<file path="config.mk">
export PLATFORM = sky130hd
export DESIGN_NAME = lab_iterative_borrow_sub
export DESIGN_NICKNAME = d
export VERILOG_FILES = /design/src/rtl/lab_sub_pkg.sv /design/src/rtl/lab_bla_slice_sub.sv /design/src/rtl/lab_iterative_borrow_sub.sv
export SDC_FILE = /design/constraint.sdc
export NUM_CORES = 1
export LEC_CHECK = 0
export ABC_AREA = 1
export CAP_MARGIN = 10
export CORE_MARGIN = 2
export CORE_UTILIZATION = 46
export CTS_CLUSTER_DIAMETER = 50
export DETAILED_ROUTE_END_ITERATION = 7
export PLACE_DENSITY = 0.73
export SLEW_MARGIN = 20
export SYNTH_ARGS = -nofsm -noshare
export SYNTH_HDL_FRONTEND = slang
export SYNTH_SLANG_ARGS = --single-unit
</file>
<file path="constraint.sdc">
create_clock -name clk -period 5.6 [get_ports clk]
set_clock_uncertainty 0.05 [all_clocks]
set_input_delay 1.12 -clock clk [delete_from_list [all_inputs] [get_ports clk]]
set_output_delay 1.12 -clock clk [all_outputs]
set_load 0.02 [all_outputs]
</file>
<file path="src/rtl/lab_sub_pkg.sv">
// lab_sub_pkg: shared state encoding and sizing helpers for the iterative borrow subtractor.
package lab_sub_pkg;
   localparam logic [1:0] IDLE = 2'd0;
   localparam logic [1:0] RUN  = 2'd1;
   localparam logic [1:0] DONE = 2'd2;
   function automatic int nslice(input int width, input int slice);
      return (slice < 1) ? 1 : width / slice;
   endfunction
   function automatic int cnt_w(input int n);
      return (n <= 1) ? 1 : $clog2(n);
   endfunction
endpackage

</file>
<file path="src/rtl/lab_bla_slice_sub.sv">
// lab_bla_slice_sub: combinational SLICE-bit borrow-lookahead subtractor slice.
module lab_bla_slice_sub #(
   parameter int SLICE = 4
) (
   output logic [SLICE-1:0] d,
   output logic             bout,
   input  logic [SLICE-1:0] x,
   input  logic [SLICE-1:0] y,
   input  logic             bin
);
   logic [SLICE-1:0] g, p;
   logic [SLICE:0]   b;
   logic             acc, t;
   assign g = ~x & y;
   assign p = ~(x ^ y);
   // each borrow is a flat sum of generate terms gated by downstream propagates
   always_comb begin
      b    = '0;
      b[0] = bin;
      acc  = 1'b0;
      t    = 1'b0;
      for (int i = 0; i < SLICE; i++) begin
         acc = bin;
         for (int j = 0; j <= i; j++) acc = acc & p[j];
         for (int j = 0; j <= i; j++) begin
            t = g[j];
            for (int k = j + 1; k <= i; k++) t = t & p[k];
            acc = acc | t;
         end
         b[i+1] = acc;
      end
   end
   assign d    = ~p ^ b[SLICE-1:0];
   assign bout = b[SLICE];
endmodule

</file>
<file path="src/rtl/lab_iterative_borrow_sub.sv">
// lab_iterative_borrow_sub: multi-cycle x - y - bin, one borrow-lookahead slice per clock,
// LSB first, with valid/ready on both sides plus zero and signed-overflow flags.
module lab_iterative_borrow_sub
   import lab_sub_pkg::*;
#(
   parameter int WIDTH = 16,
   parameter int SLICE = 4
) (
   input  logic             clk,
   input  logic             rst_n,
   input  logic             in_valid,
   output logic             in_ready,
   input  logic [WIDTH-1:0] x,
   input  logic [WIDTH-1:0] y,
   input  logic             bin,
   output logic             out_valid,
   input  logic             out_ready,
   output logic [WIDTH-1:0] d,
   output logic             bout,
   output logic             zero,
   output logic             ovf
);
   localparam int NSLICE = nslice(WIDTH, SLICE);
   localparam int CW     = cnt_w(NSLICE);

   if (SLICE < 1 || (WIDTH % SLICE) != 0) begin : g_bad_cfg
      $error("WIDTH must be a positive multiple of SLICE");
   end

   logic [1:0]       state_q, state_d;
   logic [CW-1:0]    cnt_q, cnt_d;
   logic             brw_q, brw_d;
   logic [WIDTH-1:0] xl_q, xl_d, yl_q, yl_d, diff_q, diff_d;
   logic             bout_q, bout_d, zero_q, zero_d, ovf_q, ovf_d;
   logic [SLICE-1:0] s_x, s_y, s_d;
   logic             s_bout, accept, run, last;

   assign accept = (state_q == IDLE) && in_valid;
   assign run    = (state_q == RUN);
   assign last   = (cnt_q == CW'(NSLICE - 1));
   assign s_x    = xl_q[cnt_q*SLICE +: SLICE];
   assign s_y    = yl_q[cnt_q*SLICE +: SLICE];

   lab_bla_slice_sub #(.SLICE(SLICE)) u_slice (
      .d(s_d), .bout(s_bout), .x(s_x), .y(s_y), .bin(brw_q)
   );

   always_ff @(posedge clk or negedge rst_n) begin
      if (!rst_n) begin
         state_q <= IDLE;
         cnt_q   <= '0;
         brw_q   <= 1'b0;
         xl_q    <= '0;
         yl_q    <= '0;
         diff_q  <= '0;
         bout_q  <= 1'b0;
         zero_q  <= 1'b0;
         ovf_q   <= 1'b0;
      end else begin
         state_q <= state_d;
         cnt_q   <= cnt_d;
         brw_q   <= brw_d;
         xl_q    <= xl_d;
         yl_q    <= yl_d;
         diff_q  <= diff_d;
         bout_q  <= bout_d;
         zero_q  <= zero_d;
         ovf_q   <= ovf_d;
      end
   end

   always_comb begin
      state_d = accept                           ? RUN  :
                (run && last)                    ? DONE :
                (state_q == DONE && out_ready)   ? IDLE : state_q;
   end

   always_comb begin
      cnt_d  = accept ? '0 : run ? cnt_q + CW'(1) : cnt_q;
      brw_d  = accept ? bin : run ? s_bout : brw_q;
      xl_d   = accept ? x : xl_q;
      yl_d   = accept ? y : yl_q;
      diff_d = diff_q;
      if (run) diff_d[cnt_q*SLICE +: SLICE] = s_d;
      bout_d = (run && last) ? s_bout : bout_q;
      zero_d = (run && last) ? (diff_d == '0) : zero_q;
      ovf_d  = (run && last) ? ((xl_q[WIDTH-1] ^ yl_q[WIDTH-1]) & (diff_d[WIDTH-1] ^ xl_q[WIDTH-1])) : ovf_q;
   end

   always_comb begin
      in_ready  = (state_q == IDLE);
      out_valid = (state_q == DONE);
      d         = diff_q;
      bout      = bout_q;
      zero      = zero_q;
      ovf       = ovf_q;
   end
endmodule

</file>
==> summary.txt, run 1 <==
Route
  • Routed vias/inst: 5.133
  • DR DRC count: 0
  • WL/cell: 13.63 um
  • Final wirelength: 5738 um
  • DRT Pass-1 Iters: 4
  • Routed vias: 2,161
  • Iter 0 DRT Violations: 117
  • DRT antenna net count: 0

Critical path
  • Worst endpoint required time: 5.75 ns
  • Worst Setup End Kind: flop
  • Worst r2r src: cnt_q[0]
  • Start point of the critical path: cnt_q[0]
  • Worst setup SP type: flop
  • Worst Path Arrival: 3.55 ns
  • Crit Path Class: reg2reg
  • Critical-path maximum fanout: 25

Timing
  • Setup TNS: 0 ns
  • RSZ-0062 raised after global routing: false
  • Fin crit share: 0.6077
  • Final Setup Violations: 0
  • Final hold vios: 0
  • Slew Limit Fails: 0
  • Tmin final: 3.403 ns
  • Max-Slew Margin vs Limit: 0.4785
  • F_max: 293.8 MHz
  • Worst-margin pin slew: 0.7795 ns

Placed design
  • Placement Cell Area: 0.003382 sq mm
  • RD Place Congestion: 0.8657
  • HPWL after DPL: 4264 um
  • PortBufs: 57

Synth
  • Most frequently used flop master after synthesis: dfrtp_1
  • Yosys warning total: 0
  • Synth async-reset ratio: 1.000
  • Synth Cell Area: 0.002766 sq mm
  • Synth top area cells: dfrtp_1, mux2_2, nand2_1, ha_1, nor2_1
  • Synthesized instance count: 290
  • Syn_area_per_cell: 9.539 sq um
  • EDFF count, synth: 0
  • Register area share after synthesis: 0.5066
  • Post-synth top cells: nand2_1, dfrtp_1, nor2_1
  • Mapped Nets: 338
  • Cell accounting for the most synthesized area: dfrtp_1
  • FF+latch count, synth: 56
  • Synth unique cells: 25
  • Post-synth top area share: 0.5066
  • Cell with the most instances after synthesis: nand2_1

Clock network
  • Post-CTS Setup Bufs: 0
  • CTS Buffer Depth: 2
  • Number of gates resized after CTS: 0
  • Hold-fix buffers, CTS: 0
  • Worst-path clk slew: 0.10 ns
  • Skew-Pair Late Insertion Delay: 0.31 ns
  • Sink Count: 56
  • H-tree lvl count: 2
  • CTS buffer count: 5
  • Root Driver: clkbuf_8
  • CTS tree: done

Global routing
  • First-pass GRT wire length: 9853 um
  • GRT overflow: 0
  • Initial antenna violation count: 0
  • Largest net degree at the start of global routing: 57
  • Vias in the first global route: 2,116
  • Total GRT Usage: 0.1908

Power
  • Logic pwr share: 0.047
  • Peak VDD IR: 0.1352 mV
  • Sw Ratio: 0.1962
  • Internal: 0.5589 mW
  • Sequential share of power: 0.581
  • Leakage power: 1.791 nW
  • Switch Pwr: 0.1365 mW
  • Clock power frac: 0.372
  • Pwr per Cell Area: 199.3 mW/mm^2

Final layout
  • Share of layout cells above drive strength 1: 0.1301
  • Synthesis-to-layout area growth: 26.14%
  • Finished Core Util: 0.5965
  • NumNets Final: 393
  • Finished Cell Area: 0.003490 sq mm
  • Diodes inserted: 0

Floorplanning
  • Initial Util: 0.4728
  • Die Area: 0.006650 sq mm
  • Row cnt: 28
  • Core footprint: 0.005851 sq mm
  • Die W: 81.55 um
  • I/O pins: 58
  • Die height: 81.55 um

Hold path
  • Hold crit path type: reg2reg
  • Worst Min Path Start: ovf

Status
  • Status: finished, final reports clean

Flow run
  • Max-cap viol count: 0
[worst max-delay path: stages, from the launching register on]
cell     delay, ns
dfrtp_1       0.84
inv_1         0.55
o21ai_0       0.31
o22ai_1       0.14
ha_1          0.29
ha_1          0.19
nand2_1       0.08
nand3_1       0.07
nand2_1       0.07
nand3_1       0.07
nand2_1       0.13
nand4_1       0.14
nand2_1       0.16
nor2_1        0.07
nand3_1       0.08
nand2_1       0.05
[metrics by stage]
| stage | worst slack (ns) | cells | power (mW) | hold slack (ns) |
|---|---|---|---|---|
| 6_report | 2.197 | 421 | 0.6953 | 0.4559 |
| 5_1_grt | 1.904 | 421 | 0.7216 | 0.4715 |
| 4_1_cts | 2.241 | 421 | 0.6998 | 0.4639 |
| 3_5_place_dp | 2.270 | 413 | 0.4457 | 0.4390 |
| 3_3_place_gp | 2.405 | 413 | 0.4455 | 0.4240 |
| 2_1_floorplan | 3.039 | 290 | 0.4124 | 0.4145 |
[power groups by stage]
stage                     logic, mW  registers (mW)  clock network, mW
after floorplan            0.000245           0.412                  0
after global placement       0.0335           0.412                  0
after detailed placement     0.0336           0.412                  0
after CTS                    0.0338           0.404              0.262
after global routing         0.0362           0.404              0.281
final                        0.0326           0.404              0.259
[flip-flops by register name, indices dropped and copies added, names as in the netlist, 2 cells and up]
register and count:
xl_q 16, yl_q 16, d 16, state_q 2, cnt_q 2
[routing by layer]
layer	vias to the layer above	routed length, um	track usage
met3	13	183	0.02637
met1	1024	2626	0.2455
li1	1068	-	-
met5	-	0	0
met2	56	2844	0.3369
met4	0	84	0.05085
[placed cells by master, fill, tap and decap left out]
master	netlist	layout
a21boi_1	3	3
a21oi_1	9	9
a21oi_2	1	1
a32o_1	4	4
buf_2	5	1
buf_4	0	1
bufinv_16	0	1
clkbuf_1	4	1
clkbuf_8	0	5
clkdlybuf4s50_1	0	56
clkinv_2	0	1
dfrtp_1	56	56
fa_1	1	1
ha_1	10	10
inv_1	24	24
inv_2	2	2
mux2_1	3	3
mux2_2	27	27
nand2_1	63	63
nand2_2	2	2
nand3_1	17	17
nand3_2	2	2
nand4_1	6	6
nor2_1	28	28
nor2_2	2	2
nor3_1	1	1
o211ai_1	1	1
o21ai_0	14	14
o22ai_1	4	4
[cells by family (layout without fill, tap and decap cells)]
| group | Yosys count | after routing | synth area share |
|---|---|---|---|
| multiplexers | 30 | 30 | 0.1221 |
| flip-flops | 56 | 56 | 0.5066 |
| AND/OR/NAND/NOR | 121 | 121 | 0.1859 |
| adder cells (fa/ha/maj) | 11 | 11 | 0.05247 |
| buffers and inverters | 36 | 92 | 0.05382 |
| AO/OA/AOI/OAI | 36 | 36 | 0.07915 |
[path summary, 6_finish.rpt]
kind / endpoint / slack, ns / depth (start not counted)
worst max register to register: zero / 2.20 / 15
max in group asynchronous: yl_q[0] / 4.16 / 2
worst min-delay path: ovf / 0.46 / 2
worst max-delay path: zero / 2.20 / 15
worst min register to register: ovf / 0.46 / 2
min in group asynchronous: state_q[0] / 0.88 / 2
[layout make-up]
cell class,count,area [sq um]
fillers,507,2361
flip-flops and latches,56,1401
multi-input cells,198,1216
repair buffers,58,573.1
inverters,26,97.59
well taps,75,93.84
clock buffers,6,72.57
clock inverters,2,35.03
Note: power is estimated with default switching activity, not from simulation.
==> run 2: changes to the inputs <==
==> constraint.sdc (replaced) <==
create_clock -name clk -period 3.3 [get_ports clk]
set_clock_uncertainty 0.05 [all_clocks]
set_input_delay 0.66 -clock clk [delete_from_list [all_inputs] [get_ports clk]]
set_output_delay 0.66 -clock clk [all_outputs]
set_load 0.02 [all_outputs]
==> summary.txt, run 2 (same netlist as run 1, synthesis figures left out) <==
Status
  • Status: finished, final reports clean

Global routing
  • GRT overflow: 0
  • First-pass GRT wire length: 9735 um
  • Vias in the first global route: 2,126
  • Largest net degree at the start of global routing: 57
  • Initial antenna violation count: 0
  • Total GRT Usage: 0.1930

Placed design
  • PortBufs: 57
  • RD Place Congestion: 0.9226
  • Placed cell count: 415
  • Placement Cell Area: 0.003397 sq mm
  • HPWL after DPL: 4203 um

Timing
  • F_max: 360.6 MHz
  • Max-Slew Margin vs Limit: 0.4719
  • RSZ-0062 raised after global routing: false
  • Final Setup Violations: 0
  • Final hold vios: 0
  • Setup TNS: 0 ns
  • Fin crit share: 0.8404
  • Worst-margin pin slew: 0.7894 ns
  • Tmin final: 2.773 ns
  • Slew Limit Fails: 0

Clock network
  • Skew-Pair Late Insertion Delay: 0.30 ns
  • H-tree lvl count: 2
  • Root Driver: clkbuf_8
  • Post-CTS Setup Bufs: 0
  • CTS tree: done
  • Sink Count: 56
  • Hold-fix buffers, CTS: 0
  • CTS Buffer Depth: 2
  • Number of gates resized after CTS: 0
  • CTS buffer count: 5
  • Worst-path clk slew: 0.10 ns

Route
  • DRT antenna net count: 0
  • Routed vias/inst: 5.125
  • DR DRC count: 0
  • Iter 0 DRT Violations: 90
  • Routed vias: 2,168
  • WL/cell: 13.27 um
  • Final wirelength: 5614 um
  • DRT Pass-1 Iters: 4

Power
  • Final Total Pwr: 1.219 mW
  • Pwr per Cell Area: 345.9 mW/mm^2
  • Leakage power: 1.810 nW
  • Peak VDD IR: 0.2100 mV

Critical path
  • Worst endpoint required time: 3.50 ns
  • CP peak stage delay: 0.39 ns
  • Crit-path most repeated cell: nand2_1
  • Crit-path cells: inv_1 -> buf_4 -> nand2_1 -> a32o_1 -> ha_1 -> nand2_1 -> nand3_1 -> nand2_1 -> nand2_1 -> nand2_1 -> nand2_1 -> nor2_1 -> nand3_1 -> nor2_1 -> nand3_1 -> nand2_1
  • Critical-path maximum fanout: 15
  • Worst Setup End Kind: flop
  • CP max stage cell: dfrtp_1
  • Worst setup SP type: flop
  • Crit Path Class: reg2reg
  • Buffers & Inverters on Critical Path: 2
  • Worst Path Arrival: 2.97 ns
  • Kind of cell adding the most delay to the critical path: simple AND/OR/NAND/NOR gates

Final layout
  • Finished Core Util: 0.6022
  • Diodes inserted: 0
  • Register area: 0.001401 sq mm
  • Synthesis-to-layout area growth: 27.36%
  • NumNets Final: 395
  • Fill count: 520
  • Commonest non-fill, non-tap cell in the layout: nand2_1
  • Most frequent cells in the layout: nand2_1, dfrtp_1, clkdlybuf4s50_1
  • Share of layout cells above drive strength 1: 0.1379
  • Final Non-Filler Cells: 423
  • Finished Cell Area: 0.003523 sq mm
  • Multi-input logic area: 0.001216 sq mm

Floorplanning
  • Die height: 81.55 um
  • I/O pins: 58
  • Row cnt: 28
  • Die Area: 0.006650 sq mm
  • Initial Util: 0.4728
  • Die W: 81.55 um
  • Core footprint: 0.005851 sq mm

Flow run
  • Max-cap viol count: 0

Hold path
  • Hold crit path type: in2async
## run 2: cell count changes in the layout (fill, tap and decap cells not counted)
cell / before / now
buf_4: 1 / 3
clkbuf_1: 1 / 0
clkbuf_8: 5 / 7
clkinv_2: 1 / 0
## run 2: layer usage
metal  GRT usage  share of wire  vias to the layer above
met2      0.3197           0.50                       52
li1            -              -                     1074
met3     0.03297          0.036                        9
met1      0.2559           0.45                     1033
met5           0              0                        -
met4     0.06780          0.017                        0
## run 2: where the power goes
group | internal (mW) | total (mW) | switching (mW)
logic | 0.0372 | 0.0556 | 0.0184
clock network | 0.268 | 0.478 | 0.210
registers | 0.686 | 0.686 | 0
## run 2: final timing paths
kind,to,cells after the start,slack [ns],startpoint
max,zero,16,0.53,cnt_q[0]
min,yl_q[15],2,0.42,rst_n
max reg2reg,zero,16,0.53,cnt_q[0]
min reg2reg,ovf,2,0.44,ovf
max in group asynchronous,xl_q[3],2,2.33,rst_n
min in group clk,ovf,2,0.44,ovf
## run 2: area by class of cell
class	count	area share
Sequential cell	56	0.3977
Multi-Input combinational cell	198	0.3452
Timing Repair Buffer	60	0.1669
Inverter	26	0.02770
Clock buffer	7	0.02734
Tap cell	75	0.02663
Clock inverter	1	0.008523
## run 2: metrics by stage
step                hold slack [ns]  worst slack (ns)
finish                       0.4214            0.5267
global route                 0.4797            0.2251
CTS                          0.4492            0.5184
detailed placement           0.4256            0.5493
global placement             0.4122            0.6303
floorplan                    0.3144            0.7385
